===== src/rtl/tdm_demux.sv =====
`default_nettype none
// ============================================================================
//  Module      : tdm_demux
//  Description : Receive side of a bit-level TDM link. Aligns to the sender's
//                frame_start mark, routes each slot sample into a per-channel
//                shadow register and publishes complete frames in parallel.
//  Revision    : 1.0 - initial release
// ============================================================================
module tdm_demux #(
  parameter int CHANNELS   = 4,
  parameter int WIDTH      = 1,
  parameter int LOSS_LIMIT = 2
) (
  input  logic                         clk,
  input  logic                         rst_n,
  input  logic [WIDTH-1:0]             din,
  input  logic                         din_valid,
  input  logic                         frame_start,
  output logic [CHANNELS*WIDTH-1:0]    dout,
  output logic                         dout_valid,
  output logic [$clog2(CHANNELS)-1:0]  slot,
  output logic                         locked,
  output logic                         sync_err
);

  localparam int SW = $clog2(CHANNELS);
  localparam int MW = $clog2(LOSS_LIMIT + 1);

  localparam logic [SW-1:0] c_slot_first = '0;
  localparam logic [SW-1:0] c_slot_one   = SW'(1);
  localparam logic [SW-1:0] c_slot_last  = SW'(CHANNELS - 1);
  localparam logic [MW-1:0] c_miss_last  = MW'(LOSS_LIMIT - 1);

  typedef enum logic [0:0] {
    S_HUNT   = 1'b0,
    S_LOCKED = 1'b1
  } state_t;

  state_t                        r_state;
  state_t                        w_state_nxt;
  logic [SW-1:0]                 r_slot;
  logic [SW-1:0]                 w_slot_nxt;
  logic [MW-1:0]                 r_miss;
  logic [MW-1:0]                 w_miss_nxt;
  logic                          w_store;
  logic [SW-1:0]                 w_store_idx;
  logic                          w_done;
  logic                          w_err;

  logic [WIDTH-1:0]              r_shadow [CHANNELS-1];
  logic [(CHANNELS-1)*WIDTH-1:0] w_shadow_flat;

  logic [CHANNELS*WIDTH-1:0]     r_dout;
  logic                          r_dout_valid;
  logic                          r_sync_err;

  // State, slot pointer and loss counter registers
  always_ff @(posedge clk or negedge rst_n) begin
    if (!rst_n) begin
      r_state <= S_HUNT;
      r_slot  <= '0;
      r_miss  <= '0;
    end else begin
      r_state <= w_state_nxt;
      r_slot  <= w_slot_nxt;
      r_miss  <= w_miss_nxt;
    end
  end

  // Alignment decisions for the current valid sample
  always_comb begin
    w_state_nxt = r_state;
    w_slot_nxt  = r_slot;
    w_miss_nxt  = r_miss;
    w_store     = 1'b0;
    w_store_idx = r_slot;
    w_done      = 1'b0;
    w_err       = 1'b0;
    if (din_valid) begin
      case (r_state)
        S_HUNT: begin
          if (frame_start) begin
            w_store     = 1'b1;
            w_store_idx = c_slot_first;
            w_slot_nxt  = c_slot_one;
            w_miss_nxt  = '0;
            w_state_nxt = S_LOCKED;
          end
        end
        S_LOCKED: begin
          if ((r_slot == c_slot_first) == frame_start) begin
            // Expected position: accept the sample in its own slot
            w_store = 1'b1;
            if (r_slot == c_slot_first) begin
              w_miss_nxt = '0;
            end
            if (r_slot == c_slot_last) begin
              w_slot_nxt = c_slot_first;
              w_done     = 1'b1;
            end else begin
              w_slot_nxt = r_slot + c_slot_one;
            end
          end else if (frame_start) begin
            // Early mark: restart the frame on this sample
            w_err       = 1'b1;
            w_store     = 1'b1;
            w_store_idx = c_slot_first;
            w_slot_nxt  = c_slot_one;
          end else begin
            // Missing mark: flywheel until the loss limit is reached
            w_err = 1'b1;
            if (r_miss == c_miss_last) begin
              w_state_nxt = S_HUNT;
              w_slot_nxt  = c_slot_first;
              w_miss_nxt  = '0;
            end else begin
              w_miss_nxt  = r_miss + MW'(1);
              w_store     = 1'b1;
              w_store_idx = c_slot_first;
              w_slot_nxt  = c_slot_one;
            end
          end
        end
        default: begin
          w_state_nxt = S_HUNT;
          w_slot_nxt  = c_slot_first;
        end
      endcase
    end
  end

  // Shadow registers hold slots 0..CHANNELS-2; the last slot goes straight to dout
  generate
    for (genvar k = 0; k < CHANNELS - 1; k++) begin : g_shadow
      // Capture the sample routed to this channel
      always_ff @(posedge clk or negedge rst_n) begin
        if (!rst_n) begin
          r_shadow[k] <= '0;
        end else if (w_store && (w_store_idx == SW'(k))) begin
          r_shadow[k] <= din;
        end
      end
      assign w_shadow_flat[k*WIDTH +: WIDTH] = r_shadow[k];
    end
  endgenerate

  // Publish a completed frame and the one-cycle status pulses
  always_ff @(posedge clk or negedge rst_n) begin
    if (!rst_n) begin
      r_dout       <= '0;
      r_dout_valid <= 1'b0;
      r_sync_err   <= 1'b0;
    end else begin
      r_dout_valid <= w_done;
      r_sync_err   <= w_err;
      if (w_done) begin
        r_dout <= {din, w_shadow_flat};
      end
    end
  end

  assign dout       = r_dout;
  assign dout_valid = r_dout_valid;
  assign slot       = r_slot;
  assign locked     = (r_state == S_LOCKED);
  assign sync_err   = r_sync_err;

endmodule
`default_nettype wire


===== config.mk =====
export PLATFORM = sky130hd
export DESIGN_NAME = tdm_demux
export DESIGN_NICKNAME = d
export VERILOG_FILES = /design/src/rtl/tdm_demux.sv
export SDC_FILE = /design/constraint.sdc
export NUM_CORES = 1
export LEC_CHECK = 0
export ABC_AREA = 1
export CAP_MARGIN = 10
export CORE_UTILIZATION = 52
export DETAILED_ROUTE_END_ITERATION = 8
export PLACE_DENSITY_LB_ADDON = 0.05
export REMOVE_ABC_BUFFERS = 1
export SLEW_MARGIN = 5
export SYNTH_ARGS = -nofsm -noshare
export SYNTH_HDL_FRONTEND = slang
export SYNTH_SLANG_ARGS = --single-unit

===== constraint.sdc =====
create_clock -name clk -period 2.7 [get_ports clk]
set_clock_uncertainty 0.2 [all_clocks]
set_input_delay 0.54 -clock clk [delete_from_list [all_inputs] [get_ports clk]]
set_output_delay 0.54 -clock clk [all_outputs]
set_load 0.01 [all_outputs]

Word-level counts from Yosys, hierarchy flattened
Cells that the tools add are included.
W data, S select, Z words.
Cells by class
  div/mod/pow operators: 0
  multiplexer cells: 31
  shift-type cells: 0
  eq/ne operators: 8
  reduce and logical (&&, ||, !) cells: 7
  bitwise gates (word level): 1
  $add $sub $neg: 2
  $mul: 0
  order comparisons: 0
Operators with widths (number)
  $mux W2: 13
  $mux W1: 14
  $pmux W2 S2: 3
  $ne A3 B2 Y1 const B: 2
  $add A2 B1 Y2 const B: 2
  $eq A2 B1 Y1 const B: 2
  $eq A2 B2 Y1 const B: 2
  $logic_not A2 Y1: 2
  $reduce_and A4 Y1: 1
  $logic_and A1 B1 Y1: 3
  $ne A2 B2 Y1 const B: 1
  $pmux W1 S2: 1
  $reduce_and A2 Y1: 1
  $eq A1 B1 Y1: 1
  $not A1 Y1: 1
Storage, ports and cells
  memories kept: 0
  memory bits (read-only): 0
  output and inout port bits: 9
  word-level logic and storage cells: 58
  latch bits: 0
  input bits: 5
  flip-flop bits (word level): 14
  memory bits (writable): 0

Longest topological paths before layout
Gate-level depths: netlist of the first run.
  depth after elaboration: 8
  mapped depth: 10
  gate-level depth less buffers: 10

Worst setup path before layout of the first run
No wires, ideal clock.
  path type: register to register
  from: reg r_slot[1] (netlist: slot[1])
  to: reg r_dout[0] (netlist: dout[0])
  clock period less this slack: 1.554 ns
  stages on the path, launching flop included: 10
  arrival: 1.290 ns
  library setup time: 0.065 ns
  path buffers: 0
  data required time: 2.435 ns
  path slack: 1.146 ns
  cell sequence: dfrtp_1 -> inv_1 -> ha_1 -> nand2_1 -> nand2_1 -> inv_2 -> nand4_4 -> inv_2 -> nand2_1 -> nand2_1
On the way
  cells in the longest elaborated chain, start to end: 5
  elaborated cells on any way between the ends: 7
  those cells by class: 2 x eq/ne; 4 x mux; 1 x reduce/logical
Ends and longest elaborated chain
  start: declaration: line 41  | logic [SW-1:0] r_slot;
  start signal: assignment: line 65  | r_slot <= w_slot_nxt;
  $eq A2 B2 Y1 / $logic_not A2 Y1 (equally long branches): line 97, 91
  $mux W1 / $eq A1 B1 Y1 (equally long branches): line 97, 91
  $mux W1 (*): line 91  | if ((r_slot == c_slot_first) == frame_start) begin
  $mux W1 (*): line 80  | case (r_state)
  $mux W1 (*): line 79  | if (din_valid) begin
  via w_done: line 47  | logic w_done;
  end signal: assignment: line 157  | r_dout <= {din, w_shadow_flat};
  end: declaration: line 53  | logic [CHANNELS*WIDTH-1:0] r_dout;
The timed path passes the listed nets; every way through them passes the cells marked *.
A chain may end at the register's enable or synchronous reset.

Worst setup path after layout of the first run
  from: reg r_state (netlist: locked)
  to: out locked
RTL lines
  start: declaration: line 39  | state_t r_state;
  start signal: assignment: line 64  | r_state <= w_state_nxt;
  end: declaration: line 22  | output logic locked,
No word-level cell between the ends.

==> impl_metrics.env, run 1 <==
export IMPL_crit_family="buffers and inverters"
export IMPL_worst_slew_pin_transition_ps=615
export IMPL_antenna_cells_inserted=0
export IMPL_pin_count=14
export IMPL_ys_seq_area_share_pct=49.0
export IMPL_die_width_microns=39.1
export IMPL_clock_latency_reported_for_the_late_side_of_the_worst_skew_pair_ps=280
export IMPL_detailedRoute_firstPassIterationCount=4
export IMPL_worst_hold_path_endpoint="r_shadow[1]"
export IMPL_routed_wire_length_per_instance_microns=12.0
export IMPL_finish_net_count=108
export IMPL_min_delay_start="r_shadow[1]"
export IMPL_slew_headroom_pct=58.9
export IMPL_cts_hold_buf=0
export IMPL_finalSetupViolCount=0
export IMPL_total_area_of_sequential_cells_sq_um=350
export IMPL_fp_row_count=12
export IMPL_cts_resized=0
export IMPL_post_synth_top_area_fraction_pct=49.0
export IMPL_maximum_root_to_sink_buffer_count=2
export IMPL_critical_path_n_buffers_inverters=1
export IMPL_fin_util_pct=75.7
export IMPL_cts_buffers_inserted=3
export IMPL_layout_area_overhead_vs_synth_pct=25.7
export IMPL_dr_total_vias=595
export IMPL_worst_path_max_fanout=8
export IMPL_clock_sinks=14
export IMPL_placement_io_buffers=13
export IMPL_worstReg2RegEnd="dout[1]"
export IMPL_yosys_warning_total=0
export IMPL_core_region_area_sq_um=1190
export IMPL_post_synth_top_area_cell="dfrtp_1"
export IMPL_globalRouteOverflowTotal=0
export IMPL_first_iter_violations=23
export IMPL_critPathRequiredTime_ps=1960
export IMPL_max_freq_mhz=454
export IMPL_gp_routability_congestion=0.928
export IMPL_total_leakage_power_nw=0.459
export IMPL_design_die_area_sq_um=1530
export IMPL_power_switching_fraction_pct=39.7
export IMPL_fillerInstances=97
export IMPL_startpoint_to_endpoint_class_of_the_critical_path="reg -> out"
export IMPL_initial_utilization_pct=60.2
export IMPL_worst_hold_path_type="reg -> reg"
export IMPL_synthCells=83
export IMPL_post_route_drc_count=0
export IMPL_multi_input_area_sq_um=327
export IMPL_routed_wirelength_microns=1360
export IMPL_clock_power_share_pct=16.5
export IMPL_final_layout_size_suffix_gt1_share_pct=15.0
export IMPL_ctsRootBufferMaster="clkbuf_4"
export IMPL_worstHoldPathCells=2
export IMPL_synth_cell_area_sq_um=714
export IMPL_net_switching_power_w=0.000360
export IMPL_power_share_sequential_pct=39.1
export IMPL_synth_top_cells_by_area="dfrtp_1 (49%), nand2_1 (15%), nand3_1 (7.0%), nand2_4 (6.3%), inv_1 (3.7%)"
export IMPL_cp_data_arrival_time_ps=1460
export IMPL_grt_first_pass_wirelength_microns=2350
export IMPL_timing_critical_path_slowest_cell_delay_ps=610
export IMPL_status="finished, final reports clean"
export IMPL_cts_max_level=1
export IMPL_fin_tns_setup_ps=0
export IMPL_vias_in_the_first_global_route=558
export IMPL_share_comb_of_total_power_pct=44.4
export IMPL_crit_path_top_delay_cell="clkdlybuf4s50_1"
export IMPL_avgSynthCellArea_sq_um=8.61
export IMPL_cts_setup_buffers=0
export IMPL_critical_path_endpoint_type="output pin"
export IMPL_via_per_inst=5.22
export IMPL_layout_worst_path_cycle_share_pct=81.6
export IMPL_grtUsageTotal_pct=23.2
export IMPL_number_of_endpoints_with_negative_hold_slack_in_the_final_report=0
export IMPL_rsz_0062_raised_after_global_routing="false"
export IMPL_crit_chain="clkdlybuf4s50_1"
export IMPL_yosys_cell_types_count=17
export IMPL_cts_tree="built"
export IMPL_worst_ir_drop_vdd_v=0.000610
export IMPL_slew_violations=0
export IMPL_chipHeight_microns=39.1
export IMPL_clk_pin_slew_ps=80
export IMPL_crit_reg2reg_launch="slot[1]"
export IMPL_max_cap_violations=0
export IMPL_intPower_w=0.000547
export IMPL_place_hpwl_microns=1030
export IMPL_synth_seq_cells=14
export IMPL_regToRegSetupSlack_ps=950
export IMPL_final_antenna_net_count=0
export IMPL_critPathLaunchType="flop"
export IMPL_power_density_cell_area_nw_per_um2=1010
export IMPL_maximum_number_of_pins_on_one_net_before_global_route_repair=15
export IMPL_grt_antenna_before_repair=0
export IMPL_worst_r2r_cell_count=9
export IMPL_finalWorstPathRequiredPeriod_ps=2200
==> power by group through the flow <==
stage          Sequential (W)  Clock (W)  Combinational [W]
2_1_floorplan        0.000367          0           0.000231
3_3_place_gp         0.000356          0           0.000389
3_5_place_dp         0.000359          0           0.000397
4_1_cts              0.000355   0.000153           0.000402
5_1_grt              0.000368   0.000163           0.000453
6_report             0.000355   0.000150           0.000402
==> layout make-up <==
cell class	count	share of cell area (%)
repair buffers	13	14.5
flip-flops and latches	14	39.0
inverters	10	4.18
clock buffers	4	4.04
multi-input cells	59	36.4
well taps	14	1.95
==> cell usage after synthesis <==
library cell	count
o21ai_1	1
nand3_1	10
nand4_4	1
inv_1	7
dfrtp_1	14
o21ai_0	2
a21oi_1	1
nand3_2	1
o211ai_1	1
nor2_1	5
nand2_4	4
ha_1	2
nand2_2	1
a31oi_1	1
nand2_1	28
inv_2	3
nor2_4	1
==> worst max-delay path by stage <==
stage / startpoint / to / slack, ps / depth (start not counted)
floorplan: slot[1] / dout[0] / 1150 / 9
global placement: din_valid / r_shadow[2] / 620 / 8
detailed placement: din_valid / r_shadow[0] / 570 / 8
CTS: locked / locked / 490 / 1
global route: locked / locked / 420 / 1
finish: locked / locked / 500 / 1
==> metrics by stage <==
step                setup WS [ps]  hold slack, ps  area [sq um]  total power, W  instances
floorplan                    1150            44.4           714        0.000597         83
global placement              624             258           862        0.000744        110
detailed placement            569             260           862        0.000756        110
CTS                           489             279           898        0.000910        114
global route                  416             311           898        0.000984        114
finish                        498             280           898        0.000907        114
==> state kept, by name (all words and copies together) (netlist names) <==
name / count
r_shadow: 3
slot: 2
dout_valid: 1
r_miss: 2
dout: 4
locked: 1
sync_err: 1
==> cells by family (layout without fill, tap and decap cells) <==
group,after synthesis,after routing,synth area share (%)
flops,14,14,49.0
compound gates,6,6,4.73
simple gates,51,51,37.5
buf+inv,10,27,5.25
fa+ha+maj,2,2,3.50
==> layer usage <==
layer | global-route usage (%) | vias up | wire, microns
met1 | 29.9 | 276 | 676
li1 | - | 300 | -
met3 | 8.67 | 0 | 84
met5 | 0 | - | 0
met4 | 2.59 | 0 | 0
met2 | 37.9 | 19 | 602
==> cell usage in the layout, fill, tap and decap left out, drive strengths merged <==
| cell | netlist | routed |
|---|---|---|
| nand2 | 33 | 33 |
| a31oi | 1 | 1 |
| ha | 2 | 2 |
| nand3 | 11 | 11 |
| a21oi | 1 | 1 |
| clkbuf | 0 | 4 |
| inv | 10 | 10 |
| dfrtp | 14 | 14 |
| o211ai | 1 | 1 |
| nand4 | 1 | 1 |
| o21ai | 3 | 3 |
| nor2 | 6 | 6 |
| clkdlybuf4s50 | 0 | 13 |
Note: power is estimated with default switching activity, not from simulation.
==> run 2, diff against run 1 <==
CORE_UTILIZATION = 48   (was 52)
clock period = 2.2 ns   (was 2.7 ns; I/O delays follow)
==> run 2 against run 1 <==
Net effect:
- sequential cell count is the same
- final cell count is 1.8% higher
- critical path depth did not move
- register-to-register slack worse by 430 ps
- routed wire length rose by 0.59%
- setup slack got worse by 280 ps
- global-route usage shrank 1.8 points
- clock power is 27% higher
- clock-buffer cell count did not move
- worst hold slack better by 4.5 ps
- core utilization is 8.5 points lower
- combinational power up 27%
==> impl_metrics.env, run 2 (synthesized netlist as in run 1, its figures left out) <==
export IMPL_first_iter_violations=18
export IMPL_via_per_inst=5.34
export IMPL_cts_buffers_inserted=3
export IMPL_critical_path_n_buffers_inverters=1
export IMPL_clk_pin_slew_ps=80
export IMPL_initial_utilization_pct=52.9
export IMPL_clock_sinks=14
export IMPL_post_route_drc_count=0
export IMPL_post_route_setup_slack_ps=215
export IMPL_critPathRequiredTime_ps=1560
export IMPL_layout_area_overhead_vs_synth_pct=27.0
export IMPL_place_ws_ps=169
export IMPL_fillerInstances=118
export IMPL_max_cap_violations=0
export IMPL_max_freq_mhz=504
export IMPL_timing_critical_path_slowest_cell_delay_ps=580
export IMPL_maximum_number_of_pins_on_one_net_before_global_route_repair=15
export IMPL_finish_net_count=109
export IMPL_clock_power_share_pct=17.0
export IMPL_slew_headroom_pct=59.1
export IMPL_cts_max_level=1
export IMPL_fp_row_count=13
export IMPL_antenna_cells_inserted=0
export IMPL_ctsRootBufferMaster="clkbuf_4"
export IMPL_share_comb_of_total_power_pct=45.5
export IMPL_wl_met2_microns=552
export IMPL_timing_critical_path_from="slot[1]"
export IMPL_worst_r2r_cell_count=9
export IMPL_worst_hold_path_type="reg -> reg"
export IMPL_dr_max_layer_used="met4"
export IMPL_crit_path_top_delay_cell="clkdlybuf4s50_1"
export IMPL_m1WireLength_microns=702
export IMPL_vias_in_the_first_global_route=531
export IMPL_largest_reg_flops=4
export IMPL_placement_io_buffers=13
export IMPL_cp_depth=1
export IMPL_commonest_non_fill_non_tap_cells_in_the_layout="nand2_1 (28), dfrtp_1 (14), clkdlybuf4s50_1 (13)"
export IMPL_regToRegSetupSlack_ps=520
export IMPL_crit_end="slot[1]"
export IMPL_cts_setup_buffers=0
export IMPL_crit_reg2reg_launch="slot[1]"
export IMPL_finalSetupViolCount=0
export IMPL_net_switching_power_w=0.000445
export IMPL_cts_tree="built"
export IMPL_layout_worst_path_cycle_share_pct=90.2
export IMPL_crit_chain="clkdlybuf4s50_1"
export IMPL_finalWorstPathRequiredPeriod_ps=1990
export IMPL_power_consumption_w=0.00112
export IMPL_final_antenna_net_count=0
export IMPL_power_density_cell_area_nw_per_um2=1240
export IMPL_critPathLaunchType="flop"
export IMPL_startpoint_to_endpoint_class_of_the_critical_path="reg -> out"
export IMPL_chipHeight_microns=40.6
export IMPL_die_width_microns=40.6
export IMPL_detailedRoute_firstPassIterationCount=5
export IMPL_grtUsageTotal_pct=21.4
export IMPL_crit_family="buffers and inverters"
export IMPL_final_layout_size_suffix_gt1_share_pct=15.8
export IMPL_gp_routability_congestion=0.885
export IMPL_route_met3_wl_microns=72
export IMPL_place_hpwl_microns=1020
export IMPL_critical_path_endpoint_type="output pin"
export IMPL_worst_path_max_fanout=7
export IMPL_routed_wire_length_per_instance_microns=11.8
export IMPL_dr_total_vias=620
export IMPL_layout_commonest_cell="nand2_1"
export IMPL_maximum_root_to_sink_buffer_count=2
export IMPL_total_leakage_power_nw=0.463
export IMPL_power_share_sequential_pct=37.5
export IMPL_cts_resized=0
export IMPL_rsz_0062_raised_after_global_routing="false"
export IMPL_design_die_area_sq_um=1650
export IMPL_slew_violations=0
export IMPL_core_region_area_sq_um=1350
export IMPL_worst_ir_drop_vdd_v=0.000678
export IMPL_globalRouteOverflowTotal=0
export IMPL_intPower_w=0.000678
export IMPL_fin_tns_setup_ps=0
export IMPL_status="finished, final reports clean"
export IMPL_worstReg2RegEnd="dout[3]"
export IMPL_grt_first_pass_wirelength_microns=2220
export IMPL_power_switching_fraction_pct=39.6
export IMPL_grt_antenna_before_repair=0
export IMPL_routed_wirelength_microns=1370
export IMPL_pin_count=14
export IMPL_cts_hold_buf=0
export IMPL_clock_latency_reported_for_the_late_side_of_the_worst_skew_pair_ps=290
export IMPL_worst_slew_pin_transition_ps=611
export IMPL_cp_data_arrival_time_ps=1350
export IMPL_number_of_endpoints_with_negative_hold_slack_in_the_final_report=0
[run 2: changes by cell type in the layout (fill, tap and decap cells not counted)]
cell and delta:
buf_4 +1
[run 2: through the flow]
step | std cells | instance area [sq um] | util, % | hold slack (ps)
finish | 116 | 907 | 67.2 | 285
global route | 116 | 907 | 67.2 | 309
CTS | 116 | 907 | 67.2 | 287
detailed placement | 112 | 871 | 64.5 | 265
global placement | 112 | 871 | 64.5 | 256
floorplan | 83 | 714 | - | -55.6
[run 2: worst min-delay path: cells and delay by family (launching register included)]
family / cells / cell delay, ps
DFF: 1 / 350
and+or+nand+nor: 2 / 110
[run 2: per-layer routing]
metal  GRT usage [%]  vias up
li1                -      304
met1            30.7      282
met2            28.6       27
met3            5.00        7
met4            12.5        0
met5               0        -
[run 2: worst min-delay path by stage]
stage | start | cells after the start | slack, ps | to
after floorplan | rst_n | 0 | -60 | dout[0]
after global placement | r_shadow[1] | 2 | 260 | dout[1]
after detailed placement | r_shadow[0] | 2 | 270 | r_shadow[0]
after CTS | r_shadow[0] | 2 | 290 | r_shadow[0]
after global routing | r_shadow[1] | 2 | 310 | dout[1]
final | dout[1] | 2 | 280 | dout[1]
[run 2: power by group through the flow]
stage               clock network (W)  logic, W  registers, W
finish                       0.000191  0.000511      0.000421
global route                 0.000205  0.000576      0.000432
CTS                          0.000197  0.000514      0.000420
detailed placement                  0  0.000508      0.000426
global placement                    0  0.000505      0.000420
floorplan                           0  0.000283      0.000450
[run 2: final cells by class]
| cell class | count | area, sq um | area share, % |
|---|---|---|---|
| inverters | 10 | 37.5 | 4.14 |
| flip-flops and latches | 14 | 350 | 38.6 |
| clock buffers | 4 | 36.3 | 4.00 |
| repair buffers | 14 | 138 | 15.2 |
| multi-input cells | 59 | 327 | 36.0 |
| well taps | 15 | 18.8 | 2.07 |
==> run 3, diff against run 2 <==
GPL_TIMING_DRIVEN = 0   (was unset)
REMOVE_ABC_BUFFERS = unset   (was 1)
==> run 3 against run 2 <==
Net effect:
- register-to-register slack worse by 20 ps
- sequential cell count did not move
- sequential share of layout area increased by 0.32 points
- clock power barely moved
- total power is 1.3% lower
- final cell count decreased by 0.86%
- fmax down 5.2%
- via count decreased by 7.1%
- combinational power decreased by 5.7%
==> impl_metrics.env, run 3 (synthesized netlist as in run 1, its figures left out) <==
export IMPL_first_iter_violations=10
export IMPL_finish_net_count=108
export IMPL_timing_critical_path_slowest_cell_delay_ps=610
export IMPL_worst_slew_pin_transition_ps=627
export IMPL_final_antenna_net_count=0
export IMPL_place_ws_ps=176
export IMPL_cts_tree="built"
export IMPL_cts_resized=0
export IMPL_chipHeight_microns=40.6
export IMPL_cts_setup_buffers=0
export IMPL_maximum_number_of_pins_on_one_net_before_global_route_repair=15
export IMPL_initial_utilization_pct=52.9
export IMPL_antenna_cells_inserted=0
export IMPL_worst_path_max_fanout=8
export IMPL_pin_count=14
export IMPL_worst_ir_drop_vdd_v=0.000709
export IMPL_cts_buffers_inserted=3
export IMPL_detailedRoute_firstPassIterationCount=3
export IMPL_grtUsageTotal_pct=20.2
export IMPL_ctsRootBufferMaster="clkbuf_4"
export IMPL_dr_total_vias=576
export IMPL_cts_max_level=1
export IMPL_post_route_setup_slack_ps=105
export IMPL_finalSetupViolCount=0
export IMPL_critical_path_n_buffers_inverters=1
export IMPL_worst_hold_path_endpoint="dout[1]"
export IMPL_crit_family="buffers and inverters"
export IMPL_cts_hold_buf=0
export IMPL_worst_hold_path_type="reg -> reg"
export IMPL_largest_reg_flops=4
export IMPL_globalRouteOverflowTotal=0
export IMPL_worstReg2RegEnd="dout[0]"
export IMPL_cp_data_arrival_time_ps=1450
export IMPL_max_freq_mhz=477
export IMPL_total_area_of_sequential_cells_sq_um=350
export IMPL_crit_chain="clkdlybuf4s50_1"
export IMPL_gp_routability_congestion=0.773
export IMPL_hold_slack_ps=290
export IMPL_power_density_cell_area_nw_per_um2=1230
export IMPL_clk_pin_slew_ps=90
export IMPL_critical_path_endpoint_type="output pin"
export IMPL_crit_path_top_delay_cell="clkdlybuf4s50_1"
export IMPL_critPathLaunchType="flop"
export IMPL_finalWorstPathRequiredPeriod_ps=2090
export IMPL_fp_row_count=13
export IMPL_routed_wirelength_microns=1350
export IMPL_clock_sinks=14
export IMPL_commonest_non_fill_non_tap_cells_in_the_layout="nand2_1 (28), dfrtp_1 (14), clkdlybuf4s50_1 (13)"
export IMPL_grt_first_pass_wirelength_microns=2070
export IMPL_placement_io_buffers=13
export IMPL_layout_worst_path_cycle_share_pct=95.2
export IMPL_max_cap_violations=0
export IMPL_place_hpwl_microns=976
export IMPL_worst_r2r_cell_count=9
export IMPL_layout_commonest_cell="nand2_1"
export IMPL_layout_area_overhead_vs_synth_pct=25.9
export IMPL_rsz_0062_raised_after_global_routing="false"
export IMPL_crit_reg2reg_launch="slot[1]"
export IMPL_startpoint_to_endpoint_class_of_the_critical_path="reg -> out"
export IMPL_final_layout_size_suffix_gt1_share_pct=15.0
export IMPL_synth_fp_nets=90
export IMPL_clock_latency_reported_for_the_late_side_of_the_worst_skew_pair_ps=280
export IMPL_routed_wire_length_per_instance_microns=11.7
export IMPL_post_route_drc_count=0
export IMPL_status="finished, final reports clean"
export IMPL_maximum_root_to_sink_buffer_count=2
export IMPL_via_per_inst=5.01
export IMPL_design_die_area_sq_um=1650
export IMPL_number_of_endpoints_with_negative_hold_slack_in_the_final_report=0
export IMPL_die_width_microns=40.6
export IMPL_vias_in_the_first_global_route=497
export IMPL_min_delay_start="dout[1]"
export IMPL_grt_antenna_before_repair=0
export IMPL_multi_input_area_sq_um=327
export IMPL_total_leakage_power_nw=0.459
export IMPL_core_region_area_sq_um=1350
export IMPL_slew_violations=0
export IMPL_regToRegSetupSlack_ps=500
export IMPL_fillerInstances=113
export IMPL_worstHoldPathCells=2
export IMPL_critPathRequiredTime_ps=1560
export IMPL_slew_headroom_pct=58.1
export IMPL_fin_tns_setup_ps=0
run 3: changes by cell type in the layout (fill, tap and decap cells not counted), sizes merged:
cell	delta
buf	-1
run 3: stage by stage:
stage	instances	power [W]	util (%)	cell area [sq um]
after floorplan	83	0.000733	-	714
after global routing	115	0.00119	66.6	900
final	115	0.00111	66.6	900
after global placement	111	0.000909	63.9	863
after detailed placement	111	0.000923	63.9	863
after CTS	115	0.00111	66.6	900
run 3: layout make-up:
type,instances,area share [%]
inverters,10,4.17
repair buffers,13,14.5
clock buffers,4,4.03
multi-input cells,59,36.3
well taps,15,2.09
flip-flops and latches,14,38.9
run 3: where the power goes:
group	internal, W	switching (W)	leakage [nW]
clock	0.000101	0.0000896	0.0210
combinational	0.000221	0.000261	0.258
sequential	0.000348	0.0000887	0.179
total	0.000670	0.000439	0.459
run 3: worst max path at each step:
stage | start | endpoint | cells past startpoint
after CTS | locked | locked | 1
final | locked | locked | 1
after detailed placement | din_valid | r_shadow[0] | 8
after global placement | din_valid | r_shadow[1] | 8
after floorplan | slot[1] | dout[0] | 9
after global routing | locked | locked | 1
run 3: routing by layer:
metal  GRT usage (%)  share of wire, %
met5               0                 0
met4            15.0               2.9
met3            5.00               4.0
met2            27.4                38
met1            27.1                55
